<file path="config.mk">
export PLATFORM = sky130hd
export DESIGN_NAME = lsu_axi_master
export DESIGN_NICKNAME = d
export VERILOG_FILES = /design/src/rtl/lsu_axi_master.sv
export SDC_FILE = /design/constraint.sdc
export NUM_CORES = 1
export LEC_CHECK = 0
export BUFFER_PORTS_ARGS = -buffer_cell sky130_fd_sc_hd__buf_4
export CAP_MARGIN = 10
export CORE_MARGIN = 1.5
export CORE_UTILIZATION = 35
export DETAILED_ROUTE_END_ITERATION = 6
export GPL_TIMING_DRIVEN = 0
export PLACE_DENSITY = 0.62
export SLEW_MARGIN = 0
export SYNTH_ARGS = -nofsm -noshare
export SYNTH_HDL_FRONTEND = slang
export SYNTH_SLANG_ARGS = --single-unit
</file>
<file path="constraint.sdc">
create_clock -name clk -period 7.57 [get_ports clk]
set_clock_uncertainty 0.1 [all_clocks]
set_input_delay 2.271 -clock clk [delete_from_list [all_inputs] [get_ports clk]]
set_output_delay 2.271 -clock clk [all_outputs]
set_load 0.01 [all_outputs]
</file>
<file path="src/rtl/lsu_axi_master.sv">
// Load/store unit bridge from a single-outstanding core request port to AXI-lite style
// AR/R and AW/W/B channels, with alignment/type checking and load data extension.
`timescale 1ns/1ps
module lsu_axi_master (
  input  logic        clk,
  input  logic        rst,
  input  logic        req_valid,
  output logic        req_ready,
  input  logic        req_wen,
  input  logic [31:0] req_addr,
  input  logic [31:0] req_wdata,
  input  logic [2:0]  req_type,
  output logic        resp_valid,
  output logic [31:0] resp_rdata,
  output logic        resp_err,
  output logic [31:0] araddr,
  output logic        arvalid,
  input  logic        arready,
  input  logic [31:0] rdata,
  input  logic        rresp,
  input  logic        rvalid,
  output logic        rready,
  output logic [31:0] awaddr,
  output logic        awvalid,
  input  logic        awready,
  output logic [31:0] wdata,
  output logic [3:0]  wstrb,
  output logic        wvalid,
  input  logic        wready,
  input  logic        bresp,
  input  logic        bvalid,
  output logic        bready
);
  typedef enum logic [2:0] {IDLE, RADDR, RDATA, WREQ, WRESP, DONE} state_e;

  state_e      state_q, state_d;
  logic [1:0]  off_q, off_d;
  logic [2:0]  type_q, type_d;
  logic        arvalid_q, arvalid_d, rready_q, rready_d;
  logic        awvalid_q, awvalid_d, wvalid_q, wvalid_d, bready_q, bready_d;
  logic [31:0] araddr_q, araddr_d, awaddr_q, awaddr_d, wdata_q, wdata_d;
  logic [3:0]  wstrb_q, wstrb_d;
  logic        resp_valid_q, resp_valid_d, resp_err_q, resp_err_d;
  logic [31:0] resp_rdata_q, resp_rdata_d;
  logic        accept, aw_done, w_done;

  function automatic logic req_bad(input logic wen, input logic [2:0] typ, input logic [1:0] off);
    logic illegal;
    logic misal;
    illegal = (typ > 3'd4) || (wen && (typ == 3'd3 || typ == 3'd4));
    misal   = ((typ == 3'd1 || typ == 3'd4) && off[0]) || (typ == 3'd2 && off != 2'b00);
    return illegal || misal;
  endfunction

  function automatic logic [31:0] load_ext(input logic [31:0] data, input logic [1:0] off,
                                           input logic [2:0] typ);
    logic [31:0] sh;
    logic [31:0] res;
    sh = data >> {off, 3'b000};
    case (typ)
      3'd0:    res = {{24{sh[7]}}, sh[7:0]};
      3'd1:    res = {{16{sh[15]}}, sh[15:0]};
      3'd3:    res = {24'd0, sh[7:0]};
      3'd4:    res = {16'd0, sh[15:0]};
      default: res = sh;
    endcase
    return res;
  endfunction

  function automatic logic [3:0] store_strb(input logic [1:0] off, input logic [2:0] typ);
    logic [3:0] res;
    case (typ)
      3'd0, 3'd3: res = 4'b0001 << off;
      3'd1, 3'd4: res = 4'b0011 << off;
      default:    res = 4'b1111;
    endcase
    return res;
  endfunction

  assign req_ready = (state_q == IDLE) && !rst;
  assign accept    = req_valid && req_ready;
  // A channel counts as done once its valid is already low or is being accepted now.
  assign aw_done   = !awvalid_q || awready;
  assign w_done    = !wvalid_q || wready;

  always_comb begin
    state_d      = state_q;
    off_d        = off_q;
    type_d       = type_q;
    arvalid_d    = arvalid_q;
    rready_d     = rready_q;
    awvalid_d    = awvalid_q;
    wvalid_d     = wvalid_q;
    bready_d     = bready_q;
    araddr_d     = araddr_q;
    awaddr_d     = awaddr_q;
    wdata_d      = wdata_q;
    wstrb_d      = wstrb_q;
    resp_valid_d = 1'b0;
    resp_err_d   = resp_err_q;
    resp_rdata_d = resp_rdata_q;
    case (state_q)
      IDLE: begin
        if (accept) begin
          off_d  = req_addr[1:0];
          type_d = req_type;
          if (req_bad(req_wen, req_type, req_addr[1:0])) begin
            state_d      = DONE;
            resp_valid_d = 1'b1;
            resp_err_d   = 1'b1;
            resp_rdata_d = 32'd0;
          end else if (!req_wen) begin
            state_d   = RADDR;
            arvalid_d = 1'b1;
            araddr_d  = req_addr;
          end else begin
            state_d   = WREQ;
            awvalid_d = 1'b1;
            wvalid_d  = 1'b1;
            awaddr_d  = req_addr;
            wdata_d   = req_wdata << {req_addr[1:0], 3'b000};
            wstrb_d   = store_strb(req_addr[1:0], req_type);
          end
        end
      end
      RADDR: begin
        if (arready) begin
          arvalid_d = 1'b0;
          rready_d  = 1'b1;
          state_d   = RDATA;
        end
      end
      RDATA: begin
        if (rvalid) begin
          rready_d     = 1'b0;
          resp_valid_d = 1'b1;
          resp_err_d   = rresp;
          resp_rdata_d = load_ext(rdata, off_q, type_q);
          state_d      = DONE;
        end
      end
      WREQ: begin
        if (awvalid_q && awready) awvalid_d = 1'b0;
        if (wvalid_q && wready)   wvalid_d  = 1'b0;
        if (aw_done && w_done) begin
          bready_d = 1'b1;
          state_d  = WRESP;
        end
      end
      WRESP: begin
        if (bvalid) begin
          bready_d     = 1'b0;
          resp_valid_d = 1'b1;
          resp_err_d   = bresp;
          resp_rdata_d = 32'd0;
          state_d      = DONE;
        end
      end
      DONE:    state_d = IDLE;
      default: state_d = IDLE;
    endcase
  end

  always_ff @(posedge clk) begin
    if (rst) begin
      state_q      <= IDLE;
      arvalid_q    <= 1'b0;
      rready_q     <= 1'b0;
      awvalid_q    <= 1'b0;
      wvalid_q     <= 1'b0;
      bready_q     <= 1'b0;
      araddr_q     <= 32'd0;
      awaddr_q     <= 32'd0;
      wdata_q      <= 32'd0;
      wstrb_q      <= 4'd0;
      resp_valid_q <= 1'b0;
      resp_err_q   <= 1'b0;
      resp_rdata_q <= 32'd0;
    end else begin
      state_q      <= state_d;
      arvalid_q    <= arvalid_d;
      rready_q     <= rready_d;
      awvalid_q    <= awvalid_d;
      wvalid_q     <= wvalid_d;
      bready_q     <= bready_d;
      araddr_q     <= araddr_d;
      awaddr_q     <= awaddr_d;
      wdata_q      <= wdata_d;
      wstrb_q      <= wstrb_d;
      resp_valid_q <= resp_valid_d;
      resp_err_q   <= resp_err_d;
      resp_rdata_q <= resp_rdata_d;
    end
  end

  // Request shape is only consulted while a transaction is in flight.
  always_ff @(posedge clk) begin
    off_q  <= off_d;
    type_q <= type_d;
  end

  assign arvalid    = arvalid_q;
  assign araddr     = araddr_q;
  assign rready     = rready_q;
  assign awvalid    = awvalid_q;
  assign awaddr     = awaddr_q;
  assign wvalid     = wvalid_q;
  assign wdata      = wdata_q;
  assign wstrb      = wstrb_q;
  assign bready     = bready_q;
  assign resp_valid = resp_valid_q;
  assign resp_rdata = resp_rdata_q;
  assign resp_err   = resp_err_q;
endmodule

</file>
==> results_dict.tcl, run 1 <==
set metrics [dict create \
    slew_headroom_pct 23.08 \
    power_density_nw_per_um2 240.3 \
    dieHeight_microns 137.7 \
    outcome "finished, final reports clean" \
    power.total_uw 2183 \
    num_vias 6406 \
    synth-adder-area-share_pct 0 \
    root_buffer "clkbuf_16" \
    n_antenna_cell 0 \
    synth-simple-area-share_pct 19.32 \
    ff2ff_path_depth 8 \
    cp_top_family "buffers and inverters" \
    fp-row-count 49 \
    port_buffers 248 \
    r2r_slack_ns 4.98 \
    min_period_ns 6.050 \
    yosys.area_share.xor_xnor_pct 0.1380 \
    p_int_uw 1557 \
    r2r-start "state_q[0]" \
    grt.total_usage_pct 23.11 \
    synth_top_area_share_pct 44.79 \
    crit_fanout 10 \
    hpwl_microns 16700 \
    muxShareOfSynthArea_pct 8.713 \
    dpl_cell_area_sq_um 8496 \
    layout_setup_ws_ns 1.520 \
    io_pins 250 \
    grt_pass1_vias 6214 \
    layout-drive-gt1-share_pct 31.16 \
    final-setup-viol-count 0 \
    ys_dominant_reg_cell "dfxtp_1" \
    htree_levels 4 \
    post_cts.repair.setup_buffers 0 \
    hold_buffers 0 \
    required_ns 5.20 \
    path_clk_slew_ns 0.06 \
    synthDistinctLibCells 51 \
    grt_pass1_wl_microns 33430 \
    cts_buffer_depth 2 \
    r2r_end "awaddr[31]" \
    first_iter_violations 287 \
    nNetsFinal 1127 \
    pwr-share-clk_pct 39.2 \
    hold_path_class "reg2reg" \
    finalInstanceArea_sq_um 9082 \
    leakagePower_uw 0.003799 \
    synthCells 750 \
    wirelength_microns 22060 \
    min_path_cells 2 \
    swShare_pct 28.68 \
    ys_ff_latch 147 \
    comb_power_share_pct 21.9 \
    maxCapViolations 0 \
    final_common_cell "buf_4" \
    rsz0062_at_grt "false" \
    cp_slowest_stage_delay_ns 0.47 \
    share_seq_of_total_power_pct 39.0 \
    grt_max_degree 17 \
    antenna_found_initial 0 \
    gp_congestion 0.8725 \
    worstHoldStart "wdata[9]" \
    die_x_microns 137.7 \
    synth_seq_area_share_pct 47.15 \
    drt-pass1-iter-count 4 \
    cp-start-kind "primary input" \
    wire_per_inst_microns 17.57 \
    power_switching_uw 626.0 \
    synth.area.top_cells "dfxtp_1, nand2_1, a21oi_1" \
    cp_cell_sequence "buf_2 -> clkbuf_1 -> clkbuf_1 -> nor2_1 -> buf_4" \
    fin_cells 1256 \
    synth_area_leader_cell "dfxtp_1" \
    cts_resized 0 \
    tritoncts "done" \
    drtAntennaViolNets 0 \
    crit_top_cell "clkbuf_1" \
    fmax_mhz 165.3 \
    max_slew.worst_pin.slew_ns 1.147 \
    start_util_pct 35.46 \
    worstPathArrival_ns 3.68 \
    end_kind "primary output" \
    place_ws_ns 1.499 \
    numCtsBuffers 17 \
    critPathBufInv 4 \
    dieArea_sq_um 18950 \
    clock_latency_ns 0.41 \
    synth_edf_count 5 \
    mostFrequentLayoutCells "buf_4, nand2_1, dfxtp_1" \
    drc 0 \
    via_per_inst 5.100 \
    synth_fp_nets 860 \
    tns_ns 0 \
    numPlacedInstances 1227 \
    synth.avg_cell_area_sq_um 8.463 \
    ir_worst_vdd_v 0.0001595 \
    grt_overflow 0 \
    fillers 1794 \
    critPathSlowestCell "clkbuf_1" \
    yosys_warnings 0 \
    coreArea_sq_um 17900 \
    synth_top_family_by_area "compound AO/OA/AOI/OAI gates" \
    fin_crit_sh_pct 79.92 \
    critPathKind "in2out" \
    finalHoldViolCount 0 \
    hold-path-endpoint "wdata[9]" \
    synth-async-reset-ratio_pct 0 \
    areaGrowthSynthToFinish_pct 43.09 \
    netlist_area_sq_um 6347 \
    slew_violations 0 \
    synth_compound_gate_area_share_pct 20.09 \
    cts.sinks 147 \
]
power by group through the flow:
stage                     registers (uW)  clock network [uW]  logic (uW)
final                                850                 855         478
after global placement               866                   0         475
after global routing                 855                 898         521
after floorplan                      877                   0         267
after CTS                            850                 872         477
after detailed placement             866                   0         476
cells in the mapped netlist, types with 11 or more instances:
cell type  instances
a211oi_1          11
a21oi_1          105
buf_2             14
clkbuf_1          35
dfxtp_1          142
mux2_2            16
mux2i_1           35
nand2_1          180
nand3b_1          13
nor2_1            28
nor3_1            17
o21ai_0           37
o2bb2ai_1         22
sequential cells by signal (all words and copies together), names as in the netlist, 2 cells and up:
signal      flops
state_q         3
awaddr         32
wdata          32
resp_rdata     32
type_q          3
araddr         32
wstrb           4
off_q           2
logic make-up (layout without fill, tap and decap cells):
family	after synthesis	in the layout
DFF	147	147
AOI/OAI and AO/OA	211	211
muxes	52	52
and+or+nand+nor	272	272
xor gates and xnor gates	1	1
buffers and inverters	67	344
per-layer routing:
layer  GRT usage [%]  routed length, microns  part of all wire [%]
met2           38.00                   10250                    46
met3           9.272                    2251                    10
met1           27.21                    9205                    42
met4           8.070                     359                   1.6
met5               0                       0                     0
layout make-up:
cell class | count | area [sq um] | share of cell area [%]
Multi-Input combinational cell | 536 | 3063 | 33.72
Inverter | 8 | 30.03 | 0.3306
Buffer | 59 | 261.5 | 2.879
Tap cell | 229 | 286.5 | 3.155
Timing Repair Buffer | 248 | 1862 | 20.50
Sequential cell | 147 | 2993 | 32.95
Clock inverter | 10 | 133.9 | 1.474
Clock buffer | 19 | 452.9 | 4.987
worst min-delay path, delay by kind of cell, from the launching register on:
kind	cells	cell delay, ns
simple gates	1	0.05
flops	1	0.31
compound gates	1	0.05
per-stage QoR:
stage | utilization, % | hold WS [ns]
6_report | 50.73 | 0.3497
5_1_grt | 50.73 | 0.3642
4_1_cts | 50.73 | 0.3519
3_5_place_dp | 47.46 | 0.3438
3_3_place_gp | 47.46 | 0.3392
2_1_floorplan | - | 0.3761
how the worst max path moves through the flow:
stage | startpoint | endpoint | slack (ns) | depth (start not counted)
6_report | rst | req_ready | 1.52 | 5
3_5_place_dp | rst | req_ready | 1.50 | 5
2_1_floorplan | rst | req_ready | 2.07 | 4
3_3_place_gp | rst | req_ready | 1.49 | 5
4_1_cts | rst | req_ready | 1.50 | 5
5_1_grt | rst | req_ready | 1.42 | 5
No activity file was read; power rests on OpenSTA's default activity.
==> run 2, diff against run 1 <==
Settings changed: ABC_AREA set to 1, PLACE_DENSITY 0.62 to 0.63.
Clock period 7.57 ns to 5.55 ns, I/O delays scaled along.
==> results_dict.tcl, run 2 <==
set metrics [dict create \
    outcome "finished, final reports clean" \
    n_antenna_cell 0 \
    fin_crit_sh_pct 77.39 \
    post_cts.repair.setup_buffers 0 \
    fillers 2044 \
    muxShareOfSynthArea_pct 1.141 \
    die_x_microns 144.6 \
    dieArea_sq_um 20910 \
    synth_edf_count 5 \
    synthDistinctLibCells 31 \
    wire_per_inst_microns 14.95 \
    port_buffers 248 \
    numPlacedInstances 1554 \
    synth.area.top_cells "dfxtp_1, nand2_1, nor2_1" \
    whs_ns 0.3585 \
    yosys.area_share.xor_xnor_pct 0 \
    pwr-share-clk_pct 35.1 \
    p_int_uw 2093 \
    cts_buffer_depth 2 \
    clock_latency_ns 0.43 \
    synth-async-reset-ratio_pct 0 \
    critPathSlowestCell "clkbuf_1" \
    yosys-top-cells-count "nand2_1, nor2_1, dfxtp_1" \
    synth-adder-area-share_pct 0 \
    io_pins 250 \
    end_kind "primary output" \
    power_switching_uw 1103 \
    share_seq_of_total_power_pct 37.5 \
    synth.avg_cell_area_sq_um 6.743 \
    via_per_inst 4.712 \
    yosysMostFrequentCell "nand2_1" \
    crit_fanout 10 \
    synth_top_family_by_area "simple AND/OR/NAND/NOR gates" \
    grt_pass1_wl_microns 36310 \
    tns_ns 0 \
    cts_resized 0 \
    start_util_pct 35.83 \
    required_ns 3.79 \
    grt.total_usage_pct 22.66 \
    num_vias 7474 \
    hold_buffers 0 \
    dieHeight_microns 144.6 \
    slew_headroom_pct 59.10 \
    power_density_nw_per_um2 326.7 \
    yosys_warnings 0 \
    synth_fp_nets 1151 \
    final_common_cell "nand2_1" \
    gp_congestion 0.8944 \
    hold_path_class "reg2reg" \
    cp_slowest_stage_delay_ns 0.38 \
    ys_dominant_reg_cell "dfxtp_1" \
    fp-row-count 51 \
    mostFrequentLayoutCells "nand2_1, buf_4, nor2_1" \
    critPathKind "in2out" \
    swShare_pct 34.52 \
    drc 0 \
    synth_seq_area_share_pct 42.64 \
    synthCells 1041 \
    max_slew.worst_pin.slew_ns 0.6135 \
    synth-simple-area-share_pct 33.39 \
    cp-start-kind "primary input" \
    comb_power_share_pct 27.4 \
    nNetsFinal 1418 \
    cp_cell_sequence "buf_4 -> clkbuf_1 -> nor2_1 -> buf_4" \
    areaGrowthSynthToFinish_pct 39.36 \
    cts.sinks 147 \
    htree_levels 4 \
    leakagePower_uw 0.004569 \
    rsz0062_at_grt "false" \
    root_buffer "clkbuf_16" \
    ys_ff_latch 147 \
    slew_violations 0 \
    grt_overflow 0 \
    critPathBufInv 3 \
    numCtsBuffers 17 \
    coreArea_sq_um 19590 \
    grt_pass1_vias 6997 \
    maxCapViolations 0 \
    worstPathArrival_ns 2.53 \
    hpwl_microns 18370 \
    synth_area_leader_cell "dfxtp_1" \
    synth_compound_gate_area_share_pct 13.16 \
    netlist_area_sq_um 7019 \
    fmax_mhz 232.8 \
    path_clk_slew_ns 0.07 \
    layout-drive-gt1-share_pct 25.97 \
    fin_cells 1586 \
    drtAntennaViolNets 0 \
    antenna_found_initial 0 \
    final-setup-viol-count 0 \
    ir_worst_vdd_v 0.0002132 \
    first_iter_violations 428 \
    crit_top_cell "buf_4" \
    tritoncts "done" \
    min_period_ns 4.295 \
    grt_max_degree 17 \
    synth_top_area_share_pct 40.50 \
    cp_top_family "buffers and inverters" \
    wirelength_microns 23710 \
    drt-pass1-iter-count 5 \
    finalHoldViolCount 0 \
]
## run 2: cell types whose count changed after synthesis, sizes merged, moves of 27 or more
cell / delta
a21oi: -39
inv: +61
mux2i: -27
nand2: +96
nand3: +65
nor2: +184
o21ai: +65
## run 2: worst min-delay path: stages (launching register included)
cell and delay, ns:
dfxtp_1 0.31, inv_1 0.05, a21oi_1 0.05
## run 2: power groups by stage
stage	sequential (uW)	combinational, uW	clock [uW]
after floorplan	1250	501	0
after global placement	1220	872	0
after detailed placement	1220	873	0
after CTS	1200	877	1130
after global routing	1210	977	1180
final	1200	876	1120
## run 2: area by class of cell
class / instances / area (sq um) / share of cell area [%]
Clock buffer: 19 / 452.9 / 4.630
Multi-Input combinational cell: 758 / 3347 / 34.22
Inverter: 70 / 267.8 / 2.737
Buffer: 66 / 411.6 / 4.208
Tap cell: 265 / 331.6 / 3.390
Sequential cell: 147 / 2993 / 30.60
Timing Repair Buffer: 248 / 1862 / 19.03
Clock inverter: 13 / 116.4 / 1.190
## run 2: path summary, 6_finish.rpt
kind / start / to / slack, ns / depth (start not counted)
worst max register to register: off_q[0] / resp_rdata[28] / 3.49 / 8
worst max-delay path: rst / req_ready / 1.25 / 4
worst min register to register: arvalid / arvalid / 0.36 / 2
worst min-delay path: arvalid / arvalid / 0.36 / 2
## run 2: cell families (layout without fill, tap and decap cells)
logic type	Yosys count	count (layout)
buffers and inverters	136	416
multiplexers	8	8
AO/OA/AOI/OAI	179	179
flip-flops	147	147
AND/OR/NAND/NOR	571	571
## run 2: stage by stage
stage,util [%],total power (uW),worst slack (ns),cell area [sq um]
after global routing,49.93,3368,1.205,9782
after floorplan,-,1747,1.572,7019
after CTS,49.93,3210,1.252,9782
final,49.93,3196,1.255,9782
after detailed placement,47.03,2095,1.253,9213
after global placement,47.03,2092,1.277,9213
## run 2: routing by layer
metal / track usage (%) / part of all wire [%] / up-vias
li1: - / - / 3849
met1: 28.92 / 44 / 3354
met2: 37.45 / 47 / 244
met3: 5.298 / 6.5 / 27
met4: 7.815 / 2.1 / 0
met5: 0 / 0 / -
